## config.mk

```make
export PLATFORM = sky130hd
export DESIGN_NAME = icache_dm
export DESIGN_NICKNAME = d
export VERILOG_FILES = /design/src/rtl/icache_dm.sv
export SDC_FILE = /design/constraint.sdc
export NUM_CORES = 1
export LEC_CHECK = 0
export ABC_CLOCK_PERIOD_IN_PS = 3400
export CAP_MARGIN = 20
export CORE_ASPECT_RATIO = 0.5
export CORE_MARGIN = 5
export CORE_UTILIZATION = 45
export CTS_BUF_LIST = sky130_fd_sc_hd__clkbuf_16
export DETAILED_ROUTE_END_ITERATION = 6
export SYNTH_ARGS = -nofsm -noshare
export SYNTH_HDL_FRONTEND = slang
export SYNTH_SLANG_ARGS = --single-unit
```

## constraint.sdc

```tcl
create_clock -name clk -period 3.4 [get_ports clk]
set_input_delay 0.34 -clock clk [delete_from_list [all_inputs] [get_ports clk]]
set_output_delay 0.34 -clock clk [all_outputs]
set_load 0.03 [all_outputs]
```

## src/rtl/icache_dm.sv

```systemverilog
// Direct-mapped read-only instruction cache: same-cycle hits, whole-line fill
// on a miss using sequential word reads from the fetch-side memory port.
module icache_dm #(
  parameter int NUM_LINES      = 8,
  parameter int WORDS_PER_LINE = 8
) (
  input  logic        clk,
  input  logic        rst_n,
  input  logic        cpu_read,
  input  logic [15:0] cpu_address,
  output logic [15:0] cpu_rdata,
  output logic        cpu_resp,
  input  logic        flush,
  output logic        mem_read,
  output logic [15:0] mem_address,
  input  logic [15:0] mem_rdata,
  input  logic        mem_resp
);

  localparam int O  = $clog2(WORDS_PER_LINE);
  localparam int I  = $clog2(NUM_LINES);
  localparam int TW = 15 - O - I;

  typedef enum logic {
    IDLE = 1'b0,
    FILL = 1'b1
  } state_t;

  state_t state, state_nxt;

  logic [O-1:0]         req_off;
  logic [I-1:0]         req_idx;
  logic [TW-1:0]        req_tag;
  logic                 unused_bit0;

  logic [O-1:0]         cnt;
  logic [I-1:0]         fill_idx;
  logic [TW-1:0]        fill_tag;
  logic [NUM_LINES-1:0] valid;
  logic                 flush_pend;

  logic [TW-1:0]        tag_arr  [NUM_LINES];
  logic [15:0]          data_arr [NUM_LINES][WORDS_PER_LINE];

  logic                 hit;
  logic                 start_fill;
  logic                 fill_done;

  assign req_off     = cpu_address[O:1];
  assign req_idx     = cpu_address[O+I:O+1];
  assign req_tag     = cpu_address[15:O+I+1];
  assign unused_bit0 = cpu_address[0];

  always_comb begin
    state_nxt  = state;
    hit        = 1'b0;
    start_fill = 1'b0;
    fill_done  = 1'b0;
    case (state)
      IDLE: begin
        hit        = cpu_read & valid[req_idx] & (tag_arr[req_idx] == req_tag);
        start_fill = cpu_read & ~hit;
        if (start_fill) state_nxt = FILL;
      end
      FILL: begin
        // Counter is a power-of-two width, so all-ones marks the last word.
        fill_done = mem_resp & (&cnt);
        if (fill_done) state_nxt = IDLE;
      end
      default: state_nxt = IDLE;
    endcase
  end

  // Outputs are forced quiet while reset is held.
  assign cpu_resp    = rst_n & hit;
  assign cpu_rdata   = cpu_resp ? data_arr[req_idx][req_off] : 16'h0000;
  assign mem_read    = rst_n & (state == FILL);
  assign mem_address = {fill_tag, fill_idx, cnt, 1'b0};

  always_ff @(posedge clk) begin
    if (!rst_n) state <= IDLE;
    else        state <= state_nxt;
  end

  always_ff @(posedge clk) begin
    if (!rst_n) begin
      cnt        <= '0;
      valid      <= '0;
      flush_pend <= 1'b0;
    end else begin
      case (state)
        IDLE: begin
          if (start_fill) cnt <= '0;
          if (flush) valid <= '0;
        end
        FILL: begin
          if (mem_resp) cnt <= cnt + 1'b1;
          if (fill_done) begin
            // A flush seen at any point of the fill also kills the new line.
            if (flush_pend || flush) valid <= '0;
            else                     valid[fill_idx] <= 1'b1;
            flush_pend <= 1'b0;
          end else if (flush) begin
            flush_pend <= 1'b1;
          end
        end
        default: ;
      endcase
    end
  end

  always_ff @(posedge clk) begin
    if (start_fill) begin
      fill_tag <= req_tag;
      fill_idx <= req_idx;
    end
    if (state == FILL && mem_resp) data_arr[fill_idx][cnt] <= mem_rdata;
    if (fill_done) tag_arr[fill_idx] <= fill_tag;
  end

endmodule
```

==> impl_results.md, run 1 <==
- ANT nets after route: 0
- Die X: ~450 um
- Post-synth cell types: 44
- Starting Density: 0.453
- F_max: 0.274 GHz
- Mapped Cells: 1768
- Final setup fails: 17
- Least-Margin Pin Slew: 1.10 ns
- Post-synth top flop: edfxtp_1
- Placed cells: 3165
- Setup TNS: -3.60 ns
- Htree depth: 3
- Worst Setup SP: tag_arr[4][4]
- Pin count of the biggest net entering global routing: 65
- CP arrival: between 3 and 4 ns
- Pwr dens: 558 nW/um^2
- CP endpoint kind: output port
- Clock root buffer: clkbuf_16
- Vias/cell: 5.90
- # rows: 80
- Mean Syn Cell Area: between 20 and 25 um^2
- First-pass GRT wire length: between 100 and 150 mm
- Layout Nets: 2057
- Worst Setup Path Type: reg -> out
- Post-synthesis instance area: approximately 43000 um^2
- Port Buffers: 68
- Worst skew pair latency: 0.67 ns
- Reg2Reg Setup Slack: 0.49 ns
- Leak: around 16 nW
- Crit-path cells: mux4_2 > mux2i_4 > o21ai_2 > a2111oi_4 > buf_4 > nor4b_4 > nand3_2 > buf_12 > buf_4 > nor2b_4 > buf_12
- Finished Layout Cells: 3373
- Worst slew margin: 0.267
- Pwr Total: ~0.028 W
- CP Launch Type: flop
- Worst-case vdd ir drop: 0.353 mV
- Area delta synth->final: 16.9%
- Min-delay src: mem_rdata[0]
- Period minus WS final: 3.64 ns
- Crit-path max cell delay: approximately 0.5 ns
- Drc violations: 0
- Max-cap violations: 0
- Worst setup margin: -0.244 ns
- Vias in the first global route: 20300
- Initial antenna violation count: 4
- Reg2Reg Depth: 9
- Core region area: ~95000 um^2
- Commonest non-fill, non-tap cell in the layout: edfxtp_1
- Share of layout cells above drive strength 1: 0.374
- Die height: 229 um
- Register area share after synthesis: 0.778
- Synth warnings: 0
- Die area: slightly above 100000 um^2
- Min-Delay Path Class: in -> reg
- EDFF count, synth: 1108
- Slowest cell on crit path: mux4_2
- Worst Setup EP: cpu_rdata[8]
- GRT Resource Usage Total: 0.202
- CTS tree: built
- Final period util: 1.07
- Failing checks: negative setup slack
- Required time of the critical path: between 3 and 4 ns
- Clock-pin slew of the registers on the worst-case setup and hold paths: 0.07 ns
- CTS max path bufs: 3
- Initial DRT Pass Iterations: 5
- Vias: 19900
- Avg WL per Cell: 30.2 um
- CTS Buf Count: 100
- Grt total ovfl: 0
- Post-synthesis async set-or-reset flop share: 0
- Status: complete, but fails checks
- Max Slew Vio Count: 0
- Violation count after the first detailed-route iteration: 2189
- I/O pin total: slightly above 70
- Fin. Hold Viols: 0
- Most frequent cells in the layout: edfxtp_1 (1108), mux4_2 (352), buf_4 (126), clkbuf_16 (103), nor2_2 (64)
- Hpwl dp: 58.8 mm
- RSZ-0062 raised after global routing: true
- Reg2reg start: tag_arr[6][6]
- CTS sink count: approximately 1100
- WL final: 102 mm
- Skew final: 0.0218 ns
- Crit path max fanout: 13
- Routability cong.: 0.753
- Number of synthesized register bits: between 1000 and 1500
- FF-to-FF End: fill_tag[7]
- Synthesized net count: roughly 1800
-- registers in the layout, summed over array words and instances, names as in the netlist --
register,cells
data_arr,1024
tag_arr,72
fill_tag,9
valid,8
cnt,3
fill_idx,3
flush_pend,1
state,1
-- worst min-delay path by stage --
stage / cells past startpoint / to
after floorplan: 2 / valid[4]
after global placement: 2 / valid[5]
after detailed placement: 2 / valid[5]
after CTS: 2 / fill_idx[0]
after global routing: 1 / data_arr[3][48]
final: 1 / data_arr[3][48]
-- where the power goes --
group | internal (W) | switching (W) | total [W] | leakage, nW
clock network | 0.00646 | 0.00494 | 0.0114 | 1.66
registers | 0.0152 | 0.0000279 | 0.0152 | 10.1
logic | 0.000648 | 0.000822 | 0.00147 | 4.14
total | 0.0223 | 0.00579 | 0.0281 | 15.9
-- critical path: cells and delay by family, from the launching register on --
kind,cells,cell delay [ns]
compound gates,2,0.38
buf+inv,4,0.63
flops,1,0.37
mux,2,0.73
simple gates,3,0.51
-- metal layers --
layer	global-route usage	up-vias	share of wire
met2	0.314	755	0.47
met1	0.303	10900	0.43
met5	0	-	0
met4	0.0388	0	0.017
li1	-	8111	-
met3	0.0416	116	0.076
-- layout make-up --
cell class              count  area (um^2)
flip-flops and latches   1121        33500
clock inverters            80          697
repair buffers            240         2660
well taps                1271         1590
diodes                      3         7.51
clock buffers             103         2580
inverters                   9         33.8
fillers                  7140        44800
multi-input cells         546         9300
-- cell usage after synthesis, drive strengths merged (2+ instances only) --
cell	instances	area (um^2)
a21oi	7	35.0
a31oi	2	12.5
and2	2	12.5
buf	72	409
clkbuf	20	75.1
dfxtp	13	260
edfxtp	1108	33300
ha	2	25.0
inv	9	33.8
mux2	2	22.5
mux2i	14	140
mux4	352	7930
nand2	12	45.0
nand2b	2	12.5
nand3	9	50.1
nand3b	6	45.0
nand4	2	12.5
nand4b	2	17.5
nor2	89	334
nor2b	18	180
o21ai	4	20.0
o22ai	3	18.8
xnor2	2	17.5
xor2	5	43.8
-- repair_timing --
item / 4_1_cts / 5_1_grt
hold buffers: 1 / 1
gates resized for setup: 6 / 9
endpoints found under the setup margin: 17 / 17
hold endpoints to repair: 1 / 8
buffers inserted: 0 / 6
pin swaps: 1 / 1
gates cloned: 0 / 0
-- stage by stage --
stage | setup WS, ns | hold slack (ns) | area (um^2) | utilization
5_1_grt | -0.409 | 0.0137 | 50400 | 0.529
4_1_cts | -0.401 | 0.113 | 49900 | 0.525
3_5_place_dp | -0.0496 | 0.455 | 46600 | 0.490
2_1_floorplan | 0.336 | 0.431 | 43100 | -
6_report | -0.244 | 0.0390 | 50400 | 0.529
3_3_place_gp | -0.130 | 0.448 | 46600 | 0.490
-- cell families (layout without fill, tap and decap cells) --
| logic type | Yosys count | in the layout | synth area share |
|---|---|---|---|
| AND/OR/NAND/NOR | 147 | 147 | 0.0174 |
| multiplexers | 368 | 368 | 0.188 |
| other | 1 | 4 | 0.0000870 |
| AO/OA/AOI/OAI | 21 | 21 | 0.00299 |
| XOR/XNOR | 7 | 7 | 0.00142 |
| flip-flops | 1121 | 1121 | 0.778 |
| adder cells (fa/ha/maj) | 2 | 2 | 0.000580 |
| buffers and inverters | 101 | 432 | 0.0120 |
(Power assumes the default switching activity.)
==> run 2, diff against run 1 <==
--- a/config.mk
+++ b/config.mk
@@ -5,6 +5,7 @@
 export SDC_FILE = /design/constraint.sdc
 export NUM_CORES = 1
 export LEC_CHECK = 0
+export ABC_AREA = 1
 export ABC_CLOCK_PERIOD_IN_PS = 3400
 export CAP_MARGIN = 20
 export CORE_ASPECT_RATIO = 0.5
==> constraint.sdc (replaced) <==
create_clock -name clk -period 3.4 [get_ports clk]
set_input_delay 0.34 -clock clk [delete_from_list [all_inputs] [get_ports clk]]
set_output_delay 0.34 -clock clk [all_outputs]
set_load 0.005 [all_outputs]
==> impl_results.md, run 2 <==
- CP endpoint kind: output port
- # rows: 81 (+1.3%)
- GRT Resource Usage Total: 0.229 (+0.0269)
- CTS sink count: 1121 (unchanged)
- Layout Nets: 3713 (+81%)
- Commonest non-fill, non-tap cell in the layout: edfxtp_1
- Sw Share: 0.222 (+0.0159)
- Max FFs per register: 1024 (unchanged)
- F_max: 0.299 GHz (+9.1%)
- Final setup fails: 0 (-17)
- Final period util: 0.983 (-0.0891)
- Worst Setup SP: cpu_address[4]
- CP arrival: 3.00 ns (-0.30 ns)
- Avg WL per Cell: 24.3 um (-20%)
- Top cell type's share of synthesized area: 0.741 (-0.0303)
- Skew final: 0.0225 ns (+0.000615 ns)
- Reg2reg start: state
- Core region area: 98300 um^2 (+3.3%)
- Worst Setup Path Type: in -> out
- Min-Delay Path Class: in -> reg
- Fill cells: 8194 (+15%)
- Worst Setup EP: cpu_rdata[15]
- Required time of the critical path: 3.06 ns (about the same)
- Switching power: 0.00637 W (+10%)
- Die area: 107000 um^2 (+4.0%)
- Area delta synth->final: 16.1%
- Reg2Reg Setup Slack: 0.73 ns (+0.24 ns)
- Period minus WS final: 3.34 ns (-0.303 ns)
- Post-synth top area cell: edfxtp_1
- RSZ-0062 raised after global routing: true
- Max-cap violations: 0 (unchanged)
- Crit path max fanout: 25 (+12)
- ANT nets after route: 0 (unchanged)
- Violation count after the first detailed-route iteration: 3144 (+44%)
- WL met1: 52.4 mm (+19%)
- Number of synthesized register bits: 1121 (unchanged)
- Status: finished, final reports clean
- Grt total ovfl: 0 (unchanged)
- Share of layout cells above drive strength 1: 0.123 (-0.251)
- Reg2Reg Depth: 5 (-4)
- Die height: 233 um (+1.9%)
- Port Buffers: 68 (unchanged)
- Htree depth: 3 (unchanged)
- Worst skew pair latency: 0.69 ns (+0.02 ns)
- EDFF count, synth: 1108 (unchanged)
- Least-Margin Pin Slew: 1.10 ns (-0.000831 ns)
- Fin. Hold Viols: 0 (unchanged)
- Post-synth top cells: edfxtp_1 (1108), nand2_1 (852), nand3_1 (483), a21oi_1 (345), a221o_1 (146)
- Setup TNS: 0 ns (+3.60 ns)
- Post-synth cell types: 26 (-41%)
- Clock-pin slew of the registers on the worst-case setup and hold paths: 0.07 ns (about the same)
- Largest regs: data_arr x1024, tag_arr x72, fill_tag x9
- Met3 WL post-DR: 11.4 mm (+47%)
- WL final: 124 mm (+21%)
- Worst slew margin: 0.270 (+0.00276)
- Synth warnings: 0 (unchanged)
- Vias: 29200 (+47%)
- Max Slew Vio Count: 0 (unchanged)
- Top routing layer in use: met4
- I/O pin total: 71 (unchanged)
- Register area share after synthesis: 0.747 (-0.0306)
- Most numerous cell in the Yosys netlist: edfxtp_1
- First-pass GRT wire length: 182 mm (+23%)
- Post-synthesis async set-or-reset flop share: 0 (unchanged)
- Biggest register: data_arr
- CTS max path bufs: 3 (unchanged)
- Vias in the first global route: 28200 (+39%)
- Synthesized net count: 3520 (+95%)
- Most frequent cells in the layout: edfxtp_1 (1108), nand2_1 (852), nand3_1 (480), a21oi_1 (345), buf_4 (209)
- Clock Power Share: 0.403 (-0.003)
- Synth area leaders: edfxtp_1 (74%), nand2_1 (7.1%), nand3_1 (5.4%)
- Clock root buffer: clkbuf_16
- Flop pwr share: 0.531 (-0.011)
- CTS Buf Count: 101 (+1.0%)
- Mean Syn Cell Area: 12.9 um^2 (-47%)
- Pwr dens: 551 nW/um^2 (-1.2%)
- Hpwl dp: 73.4 mm (+25%)
- Post-synthesis instance area: 44900 um^2 (+4.1%)
- Final core occ: 0.530 (about the same)
- Post-CTS setup buffers: 0 (unchanged)
- Pin count of the biggest net entering global routing: 59 (-9.2%)
- CTS tree: built
- Initial DRT Pass Iterations: 6 (+1)
- Routability cong.: 0.858 (+14%)
- Drc violations: 0 (unchanged)
- FF-to-FF End: data_arr[4][23]
- Worst-case vdd ir drop: 0.421 mV (+19%)
- Die X: 457 um (+2.0%)
- Starting Density: 0.456 (+0.00358)
- Combinational power share: 0.066 (+0.014)
- Met2 WL: 56.6 mm (+17%)
- Mapped Cells: 3481 (+97%)
- Initial antenna violation count: 3 (-1)
- Leak: 18.1 nW (+14%)
- Post-synth top flop: edfxtp_1
- P_int: 0.0223 W (about the same)
- CP Launch Type: input pin
- Vias/cell: 5.74 (-2.6%)
[run 2: cell count changes in the layout (fill, tap and decap cells not counted), moves of 12 or more]
cell | previous run | this run
a21oi_1 | 7 | 345
a221o_1 | 0 | 146
a32o_1 | 0 | 15
buf_4 | 126 | 209
inv_1 | 24 | 87
mux2i_1 | 12 | 0
mux4_2 | 352 | 0
nand2_1 | 12 | 852
nand3_1 | 8 | 480
nor2_1 | 25 | 106
nor2_2 | 64 | 25
o211ai_1 | 0 | 26
[run 2: cells by family after synthesis]
group                      share of synthesized area
AOI/OAI and AO/OA                             0.0821
adders and majority gates                   0.000558
buffers and inverters                         0.0317
and+or+nand+nor                                0.138
other                                      0.0000836
DFF                                            0.747
[run 2: final cells by class]
cell class	instances	area, um^2	share of cell area
flip-flops and latches	1121	33500	0.644
multi-input cells	2038	10000	0.192
repair buffers	328	3220	0.0619
clock buffers	104	2600	0.0500
well taps	1328	1660	0.0319
clock inverters	83	726	0.0139
inverters	84	333	0.00639
diodes	2	5.00	0.0000961
[run 2: routing by layer]
layer | vias to the layer above | track usage
li1 | 13200 | -
met1 | 14600 | 0.320
met2 | 1180 | 0.360
met3 | 177 | 0.0564
met4 | 0 | 0.0670
met5 | - | 0
[run 2: power groups by stage]
| stage | combinational (W) | clock, W | sequential (W) |
|---|---|---|---|
| 2_1_floorplan | 0.000930 | 0 | 0.0155 |
| 3_3_place_gp | 0.00183 | 0 | 0.0155 |
| 3_5_place_dp | 0.00186 | 0 | 0.0155 |
| 4_1_cts | 0.00187 | 0.0117 | 0.0152 |
| 5_1_grt | 0.00204 | 0.0124 | 0.0152 |
| 6_report | 0.00189 | 0.0116 | 0.0152 |
[run 2: worst max-delay path, stage by stage]
cell and delay (ns):
buf_8 0.13, inv_8 0.21, buf_12 0.24, buf_4 0.31
nand2_1 0.09, a221o_1 0.36, nand3_1 0.08, nand3_1 0.20
nand3_1 0.20, nand2_1 0.06, nor2_1 0.09, buf_4 0.13
clkdlybuf4s50_1 0.50
[run 2: how the worst min path moves through the flow]
| stage | slack (ns) | startpoint | depth (start not counted) | endpoint |
|---|---|---|---|---|
| 2_1_floorplan | 0.44 | valid[5] | 2 | valid[5] |
| 3_3_place_gp | 0.45 | valid[0] | 2 | valid[0] |
| 3_5_place_dp | 0.47 | valid[0] | 2 | valid[0] |
| 4_1_cts | 0.17 | mem_rdata[5] | 1 | data_arr[1][53] |
| 5_1_grt | 0.03 | mem_rdata[9] | 1 | data_arr[7][105] |
| 6_report | 0.06 | mem_rdata[9] | 1 | data_arr[5][57] |
[run 2: through the flow]
stage | instance area, um^2 | power, W | hold slack (ns) | instances | setup slack (ns)
after floorplan | 44900 | 0.0165 | 0.437 | 3481 | 1.29
after global placement | 48600 | 0.0174 | 0.448 | 4894 | 0.0779
after detailed placement | 48700 | 0.0174 | 0.466 | 4895 | 0.0830
after CTS | 52000 | 0.0288 | 0.171 | 5083 | 0.000211
after global routing | 52100 | 0.0296 | 0.0296 | 5086 | -0.0974
final | 52100 | 0.0287 | 0.0643 | 5088 | 0.0588
[run 2: repair_timing]
action	4_1_cts	5_1_grt
hold buffers	1	1
setup endpoints to repair	13	14
pin swaps	0	6
hold endpoints to repair	1	5
gates resized for setup	7	14
